[src/rtl/vga_timing_if.sv]
// Raster timing bundle from vga_timing_gen to pixel pipelines and the display PHY.
interface vga_timing_if #(
    parameter int unsigned CNT_W = 11
);
    logic             pix_ce;
    logic [CNT_W-1:0] pixel_x;
    logic [CNT_W-1:0] pixel_y;
    logic             hsync;
    logic             vsync;
    logic             video_on;
    logic             line_start;
    logic             frame_start;

    modport master (
        output pix_ce, pixel_x, pixel_y, hsync, vsync, video_on, line_start, frame_start
    );

    modport slave (
        input pix_ce, pixel_x, pixel_y, hsync, vsync, video_on, line_start, frame_start
    );
endinterface

[src/rtl/vga_timing_gen.sv]
// Parametrised raster timing generator: pixel clock-enable, h/v counters, sync decode
// and a pixel-tick delay line that lines sync/enable up with a pipelined pixel source.
module vga_timing_gen #(
    parameter int unsigned H_ACTIVE   = 640,
    parameter int unsigned H_FP       = 16,
    parameter int unsigned H_SYNC     = 96,
    parameter int unsigned H_BP       = 48,
    parameter int unsigned V_ACTIVE   = 480,
    parameter int unsigned V_FP       = 10,
    parameter int unsigned V_SYNC     = 2,
    parameter int unsigned V_BP       = 33,
    parameter bit          H_POL      = 1'b0,
    parameter bit          V_POL      = 1'b0,
    parameter int unsigned PIX_DIV    = 2,
    parameter int unsigned SYNC_DELAY = 0,
    parameter int unsigned CNT_W      = 11
) (
    input  logic          clk,
    input  logic          rst,
    vga_timing_if.master  vid
);
    localparam int unsigned H_TOTAL = H_ACTIVE + H_FP + H_SYNC + H_BP;
    localparam int unsigned V_TOTAL = V_ACTIVE + V_FP + V_SYNC + V_BP;
    localparam int unsigned DIV_W   = (PIX_DIV > 1) ? $clog2(PIX_DIV) : 1;
    localparam int          DLY     = int'(SYNC_DELAY);

    localparam logic [DIV_W-1:0] DIV_LAST = DIV_W'(PIX_DIV - 1);
    localparam logic [CNT_W-1:0] H_LAST   = CNT_W'(H_TOTAL - 1);
    localparam logic [CNT_W-1:0] V_LAST   = CNT_W'(V_TOTAL - 1);
    localparam logic [CNT_W-1:0] H_ACT    = CNT_W'(H_ACTIVE);
    localparam logic [CNT_W-1:0] V_ACT    = CNT_W'(V_ACTIVE);
    localparam logic [CNT_W-1:0] HS_BEG   = CNT_W'(H_ACTIVE + H_FP);
    localparam logic [CNT_W-1:0] HS_END   = CNT_W'(H_ACTIVE + H_FP + H_SYNC);
    localparam logic [CNT_W-1:0] VS_BEG   = CNT_W'(V_ACTIVE + V_FP);
    localparam logic [CNT_W-1:0] VS_END   = CNT_W'(V_ACTIVE + V_FP + V_SYNC);

    // Illegal rasters are rejected at elaboration rather than handled in logic.
    if (H_ACTIVE < 1 || H_FP < 1 || H_SYNC < 1 || H_BP < 1 ||
        V_ACTIVE < 1 || V_FP < 1 || V_SYNC < 1 || V_BP < 1 ||
        PIX_DIV < 1 || SYNC_DELAY > 7 ||
        64'(H_TOTAL) > (64'(1) << CNT_W) || 64'(V_TOTAL) > (64'(1) << CNT_W)) begin : g_param_check
        $error("vga_timing_gen: illegal timing parameters");
    end

    typedef struct packed {
        logic hs;
        logic vs;
        logic de;
    } sync_t;

    localparam sync_t SYNC_IDLE = sync_t'({~H_POL, ~V_POL, 1'b0});

    logic [DIV_W-1:0] div;
    logic             pix_ce;
    logic [CNT_W-1:0] h_count;
    logic [CNT_W-1:0] v_count;
    logic [CNT_W-1:0] pixel_x;
    logic [CNT_W-1:0] pixel_y;
    logic             line_start;
    logic             frame_start;
    sync_t            cur_c;
    sync_t            dly [DLY+1];

    // Sync levels already polarity-mapped so every delay stage idles at the inactive level.
    always_comb begin
        cur_c    = SYNC_IDLE;
        cur_c.hs = ((h_count >= HS_BEG) && (h_count < HS_END)) ? H_POL : ~H_POL;
        cur_c.vs = ((v_count >= VS_BEG) && (v_count < VS_END)) ? V_POL : ~V_POL;
        cur_c.de = (h_count < H_ACT) && (v_count < V_ACT);
    end

    always_ff @(posedge clk) begin
        if (!rst) begin
            div         <= '0;
            pix_ce      <= 1'b0;
            h_count     <= '0;
            v_count     <= '0;
            pixel_x     <= '0;
            pixel_y     <= '0;
            line_start  <= 1'b0;
            frame_start <= 1'b0;
            for (int i = 0; i <= DLY; i++) begin
                dly[i] <= SYNC_IDLE;
            end
        end else begin
            div         <= (div == DIV_LAST) ? '0 : div + DIV_W'(1);
            pix_ce      <= (div == DIV_LAST);
            line_start  <= 1'b0;
            frame_start <= 1'b0;
            if (pix_ce) begin
                if (h_count == H_LAST) begin
                    h_count <= '0;
                    v_count <= (v_count == V_LAST) ? '0 : v_count + CNT_W'(1);
                end else begin
                    h_count <= h_count + CNT_W'(1);
                end
                pixel_x     <= h_count;
                pixel_y     <= v_count;
                line_start  <= (h_count == '0);
                frame_start <= (h_count == '0) && (v_count == '0);
                dly[0]      <= cur_c;
                for (int i = 1; i <= DLY; i++) begin
                    dly[i] <= dly[i-1];
                end
            end
        end
    end

    assign vid.pix_ce      = pix_ce;
    assign vid.pixel_x     = pixel_x;
    assign vid.pixel_y     = pixel_y;
    assign vid.hsync       = dly[DLY].hs;
    assign vid.vsync       = dly[DLY].vs;
    assign vid.video_on    = dly[DLY].de;
    assign vid.line_start  = line_start;
    assign vid.frame_start = frame_start;
endmodule

[src/flat_wrapper.sv]
// flat-port wrapper written by rule: the top's interface ports become plain ports
module vga_timing_gen_flat 
#(
    parameter int unsigned H_ACTIVE   = 640,
    parameter int unsigned H_FP       = 16,
    parameter int unsigned H_SYNC     = 96,
    parameter int unsigned H_BP       = 48,
    parameter int unsigned V_ACTIVE   = 480,
    parameter int unsigned V_FP       = 10,
    parameter int unsigned V_SYNC     = 2,
    parameter int unsigned V_BP       = 33,
    parameter bit          H_POL      = 1'b0,
    parameter bit          V_POL      = 1'b0,
    parameter int unsigned PIX_DIV    = 2,
    parameter int unsigned SYNC_DELAY = 0,
    parameter int unsigned CNT_W      = 11
)
  (clk, rst, vid_pix_ce, vid_pixel_x, vid_pixel_y, vid_hsync, vid_vsync, vid_video_on, vid_line_start, vid_frame_start);
  vga_timing_if #(.CNT_W(CNT_W)) vid_i ();
  input  logic clk;
  input  logic rst;
  output wire logic [$bits(vid_i.pix_ce)-1:0] vid_pix_ce;
  output wire logic [$bits(vid_i.pixel_x)-1:0] vid_pixel_x;
  output wire logic [$bits(vid_i.pixel_y)-1:0] vid_pixel_y;
  output wire logic [$bits(vid_i.hsync)-1:0] vid_hsync;
  output wire logic [$bits(vid_i.vsync)-1:0] vid_vsync;
  output wire logic [$bits(vid_i.video_on)-1:0] vid_video_on;
  output wire logic [$bits(vid_i.line_start)-1:0] vid_line_start;
  output wire logic [$bits(vid_i.frame_start)-1:0] vid_frame_start;
  assign vid_pix_ce = vid_i.pix_ce;
  assign vid_pixel_x = vid_i.pixel_x;
  assign vid_pixel_y = vid_i.pixel_y;
  assign vid_hsync = vid_i.hsync;
  assign vid_vsync = vid_i.vsync;
  assign vid_video_on = vid_i.video_on;
  assign vid_line_start = vid_i.line_start;
  assign vid_frame_start = vid_i.frame_start;
  vga_timing_gen #(.H_ACTIVE(H_ACTIVE), .H_FP(H_FP), .H_SYNC(H_SYNC), .H_BP(H_BP), .V_ACTIVE(V_ACTIVE), .V_FP(V_FP), .V_SYNC(V_SYNC), .V_BP(V_BP), .H_POL(H_POL), .V_POL(V_POL), .PIX_DIV(PIX_DIV), .SYNC_DELAY(SYNC_DELAY), .CNT_W(CNT_W)) u_core (.clk(clk), .rst(rst), .vid(vid_i));
endmodule
[config.mk]
export PLATFORM = sky130hd
export DESIGN_NAME = vga_timing_gen_flat
export DESIGN_NICKNAME = d
export VERILOG_FILES = /design/src/rtl/vga_timing_if.sv /design/src/rtl/vga_timing_gen.sv /design/src/flat_wrapper.sv
export SDC_FILE = /design/constraint.sdc
export NUM_CORES = 1
export LEC_CHECK = 0
export CAP_MARGIN = 20
export CORE_MARGIN = 3
export CORE_UTILIZATION = 54
export DETAILED_ROUTE_END_ITERATION = 6
export GPL_ROUTABILITY_DRIVEN = 1
export GPL_TIMING_DRIVEN = 1
export PLACE_DENSITY = 0.79
export SYNTH_ARGS = -nofsm -noshare
export SYNTH_HDL_FRONTEND = slang
export SYNTH_SLANG_ARGS = --single-unit
[constraint.sdc]
create_clock -name clk -period 2.1 [get_ports clk]
set_clock_uncertainty 0.15 [all_clocks]
set_input_delay 0.63 -clock clk [delete_from_list [all_inputs] [get_ports clk]]
set_output_delay 0.63 -clock clk [all_outputs]
set_load 0.005 [all_outputs]
# --- Word-level counts from Yosys, hierarchy flattened ---
# Memory sizes are Yosys's and may differ from the RTL's.
# Cells that the tools add are included.
totals:
  register_bits: 48
  ramBits: 3
  input_bits: 2
  out_inout_bits: 28
  word_cells: 41
  mem_count: 1
classes:
  add_sub_neg: 3
  order_cmp: 6
  eq_ne: 2
  n_mux: 10
  n_bitwise: 1
  n_reduce_logical: 10
mem_list:
  columns: ["name", "depth", "word_bits", "rd", "rd_ports_with_merged_regs", "wr", "line_no", "source"]
  rows:
  - ["u_core.dly", 1, 3, 1, 0, 1, "vga_timing_gen.sv:62", "sync_t dly [DLY+1];"]
ops:
  columns: ["operator", "n"]
  rows:
  - ["$add 11x1->11 const B", 2]
  - ["$eq 11x10->1 const B", 2]
  - ["$logic_not 11->1", 2]
  - ["$lt 11x10->1 const B", 2]
  - ["$lt 11x9->1 const B", 2]
  - ["$mux 11", 2]
  - ["$ge 11x10->1 const B", 1]
  - ["$ge 11x9->1 const B", 1]
  - ["$mux 1", 7]
  - ["$logic_and 1x1->1", 4]
  - ["$reduce_and 2->1", 2]
  - ["$mux 3", 1]
  - ["$reduce_or 3->1", 1]
  - ["$reduce_or 2->1", 1]
  - ["$add 1x1->1 const B", 1]
  - ["$not 1->1", 1]

# --- Depth between registers and ports, before layout ---
# Gate-level depths: netlist of the first run.
depth:
  word_depth: 5
  depth_mapped: 6
  ltp_nobuf: 6

# --- Least setup slack after synthesis of the first run ---
# OpenSTA, ideal clock, no wires.
synth_timing:
  path_type: "input to register"
  from: "input rst"
  to: "register u_core.v_count[10]"
  setup_time_ns: 0.075
  arrival_time_ns: 1.625
  t_required_ns: 1.875
  path_slack_ns: 0.250
  cell_stages: 4
  n_path_buf: 1
  cell_sequence: "clkbuf_1 > inv_2 > or4_1 > o22ai_1"
synth_lines:
  columns: ["item", "line_no", "source"]
  rows:
  - ["start, declared", "flat_wrapper.sv:21", "input logic rst;"]
  - ["end signal, assigned", "vga_timing_gen.sv:93", "v_count <= (v_count == V_LAST) ? '0 : v_count + CNT_W'(1);"]
  - ["end, declared", "vga_timing_gen.sv:56", "logic [CNT_W-1:0] v_count;"]

# --- Worst setup path after layout of the first run ---
layout_timing:
  from: "register u_core.pix_ce, in the netlist u_core.vid.pix_ce"
  to: "output vid_pix_ce"
layout_lines:
  columns: ["item", "line_no", "source"]
  rows:
  - ["start, declared", "vga_timing_gen.sv:54", "logic pix_ce;"]
  - ["start signal, assigned", "vga_timing_gen.sv:87", "pix_ce <= (div == DIV_LAST);"]
  - ["end, declared", "flat_wrapper.sv:22", "output wire logic [$bits(vid_i.pix_ce)-1:0] vid_pix_ce;"]
# No word-level cell between the ends.

==> flow_metrics.env, run 1 <==
export IMPL_clock_sinks=51
export IMPL_finalCritPeriodShare=0.9598
export IMPL_io_pins=30
export IMPL_detail_route_antenna_nets=0
export IMPL_worst_path_buf_inv=1
export IMPL_path_depth=1
export IMPL_ctsHoldBuffers=0
export IMPL_crit_end="vid_pix_ce"
export IMPL_start_util=0.5850
export IMPL_finalSetupViolCount=0
export IMPL_grt_overflow_total=0
export IMPL_ys_types=39
export IMPL_fmax_mhz=496.1
export IMPL_worstPathMaxFanout=4
export IMPL_synth_area_mux_share=0.09459
export IMPL_vias=1877
export IMPL_cts_setup_buffers=0
export IMPL_end_kind="output pin"
export IMPL_max_stage_delay_ns=0.53
export IMPL_netlist_instances=244
export IMPL_synth_top_family_by_area="simple AND/OR/NAND/NOR gates"
export IMPL_outcome="finished clean"
export IMPL_finalCriticalPeriod_ns=2.016
export IMPL_wire_per_inst_microns=14.62
export IMPL_cp_required_ns=1.32
export IMPL_netlist_area_leader_share=0.4324
export IMPL_yosysTopAreaCell="dfxtp_1"
export IMPL_slew_violations=0
export IMPL_rsz0062_at_grt="no"
export IMPL_vdd_drop_max_v=0.0004961
export IMPL_r2r_setup_slack_ns=0.15
export IMPL_reg2regPathDepth=6
export IMPL_first_global_vias=1756
export IMPL_grt_antenna_before_repair=0
export IMPL_hold_viol=0
export IMPL_instances_no_fill=333
export IMPL_layout_commonest_cell="dfxtp_1"
export IMPL_cts_buffer_depth=2
export IMPL_h_tree_depth=2
export IMPL_viasPerCell=5.637
export IMPL_yosysSeqAreaShare=0.4730
export IMPL_io_buffers=29
export IMPL_p_leak_uw=0.0009478
export IMPL_startpoint="u_core.vid.pix_ce"
export IMPL_rr_endpoint="u_core.v_count[8]"
export IMPL_die_y_microns=70.15
export IMPL_power_density_nw_per_um2=594.6
export IMPL_cts_buffers_inserted=5
export IMPL_grt_pass1_wl_microns=8307
export IMPL_layout_common_cells="dfxtp_1 (48), nor2_1 (33), clkdlybuf4s50_1 (29)"
export IMPL_hp_class="register to register"
export IMPL_dieArea_sq_um=4921
export IMPL_wirelength_microns=4870
export IMPL_drive_above_1_share=0.1018
export IMPL_grt_usage=0.2102
export IMPL_clk_latency_ns=0.30
export IMPL_routabilityCongestion=0.8965
export IMPL_synth_compound_area_frac=0.07770
export IMPL_dpl_hpwl_microns=3470
export IMPL_cp_slowest_cell="clkdlybuf4s50_1"
export IMPL_first_iter_violations=102
export IMPL_ys_warn_count=0
export IMPL_core_sq_um=3799
export IMPL_crit_path_cell_trace="clkdlybuf4s50_1"
export IMPL_synth_fa_ha_area_frac=0.02252
export IMPL_grt_max_degree=19
export IMPL_worstReg2RegStart="u_core.h_count[0]"
export IMPL_synth_area_sq_um=2222
export IMPL_synth_area_leaders="dfxtp_1 (43%), mux2i_1 (9.5%), nor2_1 (5.6%), edfxtp_1 (4.1%), nand2_1 (3.9%)"
export IMPL_ys_ff_latch=51
export IMPL_cts_clk_slew_worst_paths_ns=0.09
export IMPL_cts_resized=0
export IMPL_yosys_area_share_simple=0.2579
export IMPL_maxSlewHeadroom=0.7667
export IMPL_final_setup_tns_ns=0
export IMPL_drt_first_pass_iters=4
export IMPL_antenna_cells=0
export IMPL_cts_root_buf="clkbuf_8"
export IMPL_worst_slew_pin_slew_ns=0.3452
export IMPL_synth_xor_area_frac=0.03153
export IMPL_cts_tree="yes"
export IMPL_max_cap_violations=0
export IMPL_critPathLaunchType="register"
export IMPL_cpLargestDelayFamily="buffers and inverters"
export IMPL_dpl_cell_count=325
export IMPL_num_nets_final=290
export IMPL_cp_arrival_ns=1.24
export IMPL_crit_type="register to output pin"
export IMPL_die_width_microns=70.15
export IMPL_synth_area_per_cell_sq_um=9.107
export IMPL_syn2layout_area_growth_pct=22.58
export IMPL_rows=22
export IMPL_synth_nets=250
export IMPL_route_detailed_drc=0
==> metrics by stage <==
| step | instance area (sq um) | utilization | power (uW) | worst slack (ns) | hold slack (ns) |
|---|---|---|---|---|---|
| finish | 2724 | 0.7171 | 1620 | 0.08442 | 0.2572 |
| detailed placement | 2643 | 0.6957 | 1102 | -0.05443 | 0.2463 |
| CTS | 2724 | 0.7171 | 1631 | 0.08262 | 0.2587 |
| global placement | 2643 | 0.6957 | 1101 | 0.001777 | 0.2410 |
| global route | 2724 | 0.7171 | 1681 | 0.02433 | 0.2811 |
| floorplan | 2222 | - | 1067 | 0.2499 | 0.2340 |
==> worst min path at each step <==
stage / cells after the start / start / slack [ns] / to
after global placement: 1 / u_core.div / 0.24 / u_core.div
after global routing: 1 / u_core.div / 0.28 / u_core.div
after floorplan: 1 / u_core.div / 0.23 / u_core.div
after detailed placement: 1 / u_core.div / 0.25 / u_core.div
after CTS: 1 / u_core.div / 0.26 / u_core.div
final: 1 / u_core.div / 0.26 / u_core.div
==> kinds of logic (layout without fill, tap and decap cells) <==
logic type,Yosys count,count (layout)
simple gates,108,108
flops,51,51
compound gates,30,30
buf+inv,22,63
mux,21,21
xor+xnor,8,8
fa+ha+maj,4,4
==> synthesized netlist by cell type <==
cell type / n
ha_1: 4
o32ai_1: 1
o22ai_1: 2
and3_1: 4
o21ai_0: 6
inv_1: 7
buf_4: 1
a211oi_1: 1
dfxtp_1: 48
o31ai_1: 2
or4_1: 3
nand3_1: 11
nand3_4: 1
nand4_1: 7
and4bb_4: 1
nor3b_2: 1
clkbuf_1: 4
buf_1: 2
edfxtp_1: 3
nor2_1: 33
nand2b_1: 1
xnor2_1: 4
xor2_1: 4
buf_2: 7
nand2_1: 23
or4bb_1: 1
nor3b_1: 1
a22oi_1: 1
and4_4: 1
a2111o_1: 1
inv_2: 1
and2_1: 2
a21oi_1: 16
or3_1: 4
nor3_1: 5
nor4bb_1: 2
mux2i_1: 21
nor4_1: 4
and4_1: 3
==> metal layers <==
layer	global-route usage	part of all wire
met4	0.07234	0.012
met5	0	0
met1	0.2963	0.47
met3	0.04748	0.056
met2	0.3158	0.46
==> area by class of cell <==
class                           instances  area [sq um]
Clock buffer                            7         76.32
Inverter                                8         30.03
Clock inverter                          1         5.005
Fill cell                             310          1075
Timing Repair Buffer                   47         425.4
Tap cell                               48         60.06
Multi-Input combinational cell        171          1076
Sequential cell                        51          1051
==> power breakdown <==
| part | total, uW | internal [uW] | switching [uW] |
|---|---|---|---|
| logic | 88.9 | 40.3 | 48.6 |
| clock network | 540 | 234 | 306 |
| registers | 991 | 985 | 6.01 |
| total | 1620 | 1260 | 360 |
==> flip-flops by register name, summed over array words and instances, names as in the netlist <==
| signal | count |
|---|---|
| u_core.vid.line_start | 1 |
| u_core.vid.pix_ce | 1 |
| u_core.h_count | 11 |
| u_core.vid.pixel_x | 11 |
| u_core.div | 1 |
| u_core.dly | 3 |
| u_core.v_count | 11 |
| u_core.vid.pixel_y | 11 |
| u_core.vid.frame_start | 1 |
Power figures use the tool's default switching activity.
==> inputs of run 2 (changes only) <==
--- a/config.mk
+++ b/config.mk
@@ -12,6 +12,7 @@
 export GPL_ROUTABILITY_DRIVEN = 1
 export GPL_TIMING_DRIVEN = 1
 export PLACE_DENSITY = 0.79
+export RECOVER_POWER = 100
 export SYNTH_ARGS = -nofsm -noshare
 export SYNTH_HDL_FRONTEND = slang
 export SYNTH_SLANG_ARGS = --single-unit
==> run 2 against run 1 <==
Largest cell class unchanged; maximum frequency shrank 1.2%; highest routed layer unchanged; wire length grew 0.68%; final area shrank 1.1%; core utilization shrank 0.76 points.
==> flow_metrics.env, run 2 (synthesized netlist as in run 1, its figures left out) <==
export IMPL_finalCriticalPeriod_ns=2.039
export IMPL_cp_slowest_cell="dlygate4sd3_1"
export IMPL_layout_commonest_cell="dfxtp_1"
export IMPL_r2r_setup_slack_ns=0.15
export IMPL_cp_required_ns=1.32
export IMPL_crit_type="register to output pin"
export IMPL_wirelength_microns=4903
export IMPL_detail_route_antenna_nets=0
export IMPL_worst_path_buf_inv=1
export IMPL_clock_sinks=51
export IMPL_max_cap_violations=0
export IMPL_rsz0062_at_grt="no"
export IMPL_grt_overflow_total=0
export IMPL_rows=22
export IMPL_finalSetupViolCount=0
export IMPL_maxSlewHeadroom=0.6568
export IMPL_layout_common_cells="dfxtp_1 (48), nor2_1 (33), dlygate4sd3_1 (28)"
export IMPL_finalCritPeriodShare=0.9710
export IMPL_worstPathMaxFanout=1
export IMPL_io_buffers=29
export IMPL_crit_path_cell_trace="dlygate4sd3_1"
export IMPL_worst_slew_pin_slew_ns=0.5148
export IMPL_drive_above_1_share=0.08070
export IMPL_holdPathEnd="u_core.div"
export IMPL_grt_max_degree=19
export IMPL_grt_usage=0.2102
export IMPL_routabilityCongestion=0.8965
export IMPL_cts_tree="yes"
export IMPL_start_util=0.5850
export IMPL_p_leak_uw=0.001008
export IMPL_wire_per_inst_microns=14.72
export IMPL_cts_root_buf="clkbuf_8"
export IMPL_fillers=319
export IMPL_critPathLaunchType="register"
export IMPL_setup_ws_ns=0.06096
export IMPL_multi_input_area_sq_um=1076
export IMPL_startpoint="u_core.dly[0][1]"
export IMPL_cts_clk_slew_worst_paths_ns=0.09
export IMPL_first_iter_violations=116
export IMPL_final_setup_tns_ns=0
export IMPL_dp_slack_ns=-0.05443
export IMPL_max_stage_delay_ns=0.58
export IMPL_cts_buffer_depth=2
export IMPL_instances_no_fill=333
export IMPL_power_density_nw_per_um2=601.8
export IMPL_viasPerCell=5.652
export IMPL_route_detailed_drc=0
export IMPL_hold_start="u_core.div"
export IMPL_cts_buffers_inserted=5
export IMPL_io_pins=30
export IMPL_drt_first_pass_iters=4
export IMPL_dpl_hpwl_microns=3470
export IMPL_cts_resized=0
export IMPL_hp_class="register to register"
export IMPL_holdPathStages=1
export IMPL_dpl_cell_count=325
export IMPL_cts_setup_buffers=0
export IMPL_regArea_sq_um=1051
export IMPL_ctsHoldBuffers=0
export IMPL_cp_arrival_ns=1.26
export IMPL_path_depth=1
export IMPL_worstReg2RegStart="u_core.h_count[0]"
export IMPL_syn2layout_area_growth_pct=21.28
export IMPL_die_width_microns=70.15
export IMPL_die_y_microns=70.15
export IMPL_first_global_vias=1756
export IMPL_outcome="finished clean"
export IMPL_dieArea_sq_um=4921
export IMPL_rr_endpoint="u_core.v_count[8]"
export IMPL_vias=1882
export IMPL_vdd_drop_max_v=0.0004996
export IMPL_antenna_cells=0
export IMPL_fmax_mhz=490.4
export IMPL_slew_violations=0
export IMPL_hold_viol=0
export IMPL_reg2regPathDepth=6
export IMPL_num_nets_final=290
export IMPL_power_uw=1622
export IMPL_clk_latency_ns=0.31
export IMPL_end_kind="output pin"
export IMPL_cpLargestDelayFamily="buffers and inverters"
export IMPL_h_tree_depth=2
export IMPL_core_sq_um=3799
export IMPL_grt_pass1_wl_microns=8307
export IMPL_grt_antenna_before_repair=0
run 2: cell count changes in the layout (fill, tap and decap cells not counted), sizes merged:
cell / previous run / this run
clkdlybuf4s50: 29 / 1
dlygate4sd3: 0 / 28
buf: 18 / 9
clkbuf: 7 / 16
run 2: layout make-up:
type | count | area share
multi-input cells | 171 | 0.3993
flip-flops and latches | 51 | 0.3900
repair buffers | 47 | 0.1472
clock buffers | 7 | 0.02832
well taps | 48 | 0.02228
inverters | 8 | 0.01114
clock inverters | 1 | 0.001857
run 2: metal layers:
metal | GRT usage | share of wire | vias to the layer above
li1 | - | - | 947
met1 | 0.2963 | 0.48 | 882
met2 | 0.3158 | 0.46 | 48
met3 | 0.04748 | 0.050 | 5
met4 | 0.07234 | 0.012 | 0
met5 | 0 | 0 | -
run 2: worst max-delay path by stage:
stage	to	slack, ns
2_1_floorplan	u_core.v_count[10]	0.25
3_3_place_gp	u_core.dly[0][1]	0.002
3_5_place_dp	u_core.dly[0][1]	-0.05
4_1_cts	vid_pix_ce	0.08
5_1_grt	vid_pix_ce	0.03
6_report	vid_vsync	0.06
run 2: power by group:
part           total (uW)  switching, uW  internal [uW]
logic                82.3           48.5           33.7
registers             991           5.76            985
clock network         549            314            235
total                1620            369           1250
run 2: per-stage QoR:
step / util / area, sq um / hold slack, ns
after floorplan: - / 2222 / 0.2340
after global placement: 0.6957 / 2643 / 0.2410
after detailed placement: 0.6957 / 2643 / 0.2463
after CTS: 0.7171 / 2724 / 0.2587
after global routing: 0.7095 / 2695 / 0.2811
final: 0.7095 / 2695 / 0.2552
run 2: worst register-to-register path: stages (launching register included):
cell and delay (ns):
dfxtp_1 0.44, ha_1 0.21, and4_4 0.27, nand3_4 0.11
buf_4 0.20, or3_1 0.35, a21oi_1 0.16
==> inputs of run 3 (changes only) <==
--- a/config.mk
+++ b/config.mk
@@ -6,7 +6,6 @@
 export NUM_CORES = 1
 export LEC_CHECK = 0
 export CAP_MARGIN = 20
-export CORE_MARGIN = 3
 export CORE_UTILIZATION = 54
 export DETAILED_ROUTE_END_ITERATION = 6
 export GPL_ROUTABILITY_DRIVEN = 1
==> constraint.sdc (replaced) <==
create_clock -name clk -period 2.1 [get_ports clk]
set_clock_uncertainty 0.15 [all_clocks]
set_input_delay 0.63 -clock clk [delete_from_list [all_inputs] [get_ports clk]]
set_output_delay 0.63 -clock clk [all_outputs]
set_load 0.1 [all_outputs]
==> run 3 against run 2 <==
Non-clock buffer count decreased by 3; global-route usage rose by 3.4 points; largest power group unchanged; count of clock-buffer cells in the layout is 2 lower; highest routed layer unchanged; sequential share of layout area grew 1.9 points; hold slack improved by 0.015 ns; first-iteration DRC count increased by 45%; maximum frequency grew 4.2%.
==> flow_metrics.env, run 3 (synthesized netlist as in run 1, its figures left out) <==
export IMPL_outcome="finished clean"
export IMPL_first_iter_violations=168
export IMPL_syn2layout_area_growth_pct=15.88
export IMPL_fin_area_sq_um=2575
export IMPL_die_y_microns=66.15
export IMPL_pwr_share_clk=0.336
export IMPL_layout_common_cells="dfxtp_1 (47), nor2_1 (33), clkbuf_2 (27)"
export IMPL_finalCriticalPeriod_ns=1.956
export IMPL_hold_start="u_core.div"
export IMPL_holdPathEnd="u_core.div"
export IMPL_cts_resized=0
export IMPL_worst_slew_pin_slew_ns=0.6252
export IMPL_internal_power_uw=1250
export IMPL_cts_clk_slew_worst_paths_ns=0.10
export IMPL_dpl_hpwl_microns=3338
export IMPL_switching_share=0.2491
export IMPL_end_kind="register"
export IMPL_cts_buffer_depth=2
export IMPL_p_leak_uw=0.0009560
export IMPL_drive_above_1_share=0.1844
export IMPL_detail_route_antenna_nets=0
export IMPL_finalCritPeriodShare=0.9314
export IMPL_drt_first_pass_iters=4
export IMPL_cts_setup_buffers=0
export IMPL_regArea_sq_um=1052
export IMPL_core_sq_um=3799
export IMPL_worstPathMaxFanout=11
export IMPL_hp_class="register to register"
export IMPL_route_detailed_drc=0
export IMPL_fmax_mhz=511.3
export IMPL_rsz0062_at_grt="no"
export IMPL_fin_util=0.6779
export IMPL_startpoint="u_core.h_count[0]"
export IMPL_wirelength_microns=4844
export IMPL_crit_type="register to register"
export IMPL_io_buffers=29
export IMPL_cts_root_buf="clkbuf_8"
export IMPL_h_tree_depth=2
export IMPL_holdPathStages=1
export IMPL_antenna_cells=0
export IMPL_wire_per_inst_microns=14.68
export IMPL_whs_ns=0.2705
export IMPL_max_cap_violations=0
export IMPL_layout_commonest_cell="dfxtp_1"
export IMPL_multi_input_area_sq_um=1076
export IMPL_cts_tree="yes"
export IMPL_fillers=291
export IMPL_critPathLaunchType="register"
export IMPL_r2r_setup_slack_ns=0.14
export IMPL_dieArea_sq_um=4376
export IMPL_first_global_vias=1830
export IMPL_rr_endpoint="u_core.v_count[9]"
export IMPL_placed_cell_area_sq_um=2914
export IMPL_reg2regPathDepth=5
export IMPL_grt_pass1_wl_microns=7935
export IMPL_grt_max_degree=33
export IMPL_power_density_nw_per_um2=646.4
export IMPL_comb_power_share=0.067
export IMPL_hold_viol=0
export IMPL_ctsHoldBuffers=0
export IMPL_num_nets_final=287
export IMPL_slew_violations=0
export IMPL_cts_buffers_inserted=5
export IMPL_die_width_microns=66.15
export IMPL_routabilityCongestion=0.8562
export IMPL_viasPerCell=5.821
export IMPL_vias=1921
export IMPL_cp_required_ns=2.19
export IMPL_grt_usage=0.2444
export IMPL_grt_antenna_before_repair=0
export IMPL_worstReg2RegStart="u_core.h_count[0]"
export IMPL_clock_sinks=51
export IMPL_rows=22
export IMPL_power_frac_seq=0.598
export IMPL_grt_overflow_total=0
export IMPL_maxSlewHeadroom=0.5832
export IMPL_switchingPower_uw=414.6
export IMPL_io_pins=30
export IMPL_cp_arrival_ns=2.04
export IMPL_vdd_drop_max_v=0.0005019
export IMPL_clk_latency_ns=0.31
export IMPL_start_util=0.5850
export IMPL_finalSetupViolCount=0
run 3: metal layers:
metal | part of all wire | global-route usage
met1 | 0.45 | 0.3032
met2 | 0.46 | 0.3890
met3 | 0.065 | 0.06034
met4 | 0.024 | 0.1303
met5 | 0 | 0
run 3: power groups by stage:
stage                     registers [uW]  logic, uW  clock network (uW)
final                                995        111                 559
after global routing                 996        118                 610
after CTS                            996        128                 568
after detailed placement            1020        127                   0
after global placement              1020        126                   0
after floorplan                     1050       53.6                   0
run 3: worst max-delay path by stage:
stage / endpoint / slack [ns] / cells past startpoint
2_1_floorplan: u_core.v_count[7] / 0.12 / 4
3_3_place_gp: u_core.v_count[10] / 0.02 / 4
3_5_place_dp: u_core.dly[0][1] / -0.03 / 4
4_1_cts: u_core.v_count[9] / 0.16 / 5
5_1_grt: u_core.v_count[2] / 0.01 / 6
6_report: u_core.v_count[9] / 0.14 / 5
run 3: stage by stage:
step,setup TNS (ns),power [uW],setup WS [ns],cells
after floorplan,0,1101,0.1229,244
after global routing,0,1725,0.01497,330
after CTS,0,1692,0.1599,330
after detailed placement,-0.05365,1146,-0.02898,322
final,0,1664,0.1441,330
after global placement,0,1145,0.01553,322
run 3: worst max-delay path: stages (launching register included):
cell	delay [ns]
dfxtp_1	0.43
ha_1	0.21
and4_4	0.26
nand3_4	0.13
or4_1	0.53
a21oi_1	0.17
run 3: layout make-up:
cell class | instances | share of cell area
flip-flops and latches | 51 | 0.4086
clock buffers | 5 | 0.02672
clock inverters | 3 | 0.007775
inverters | 8 | 0.01166
well taps | 48 | 0.02332
multi-input cells | 171 | 0.4179
repair buffers | 44 | 0.1040
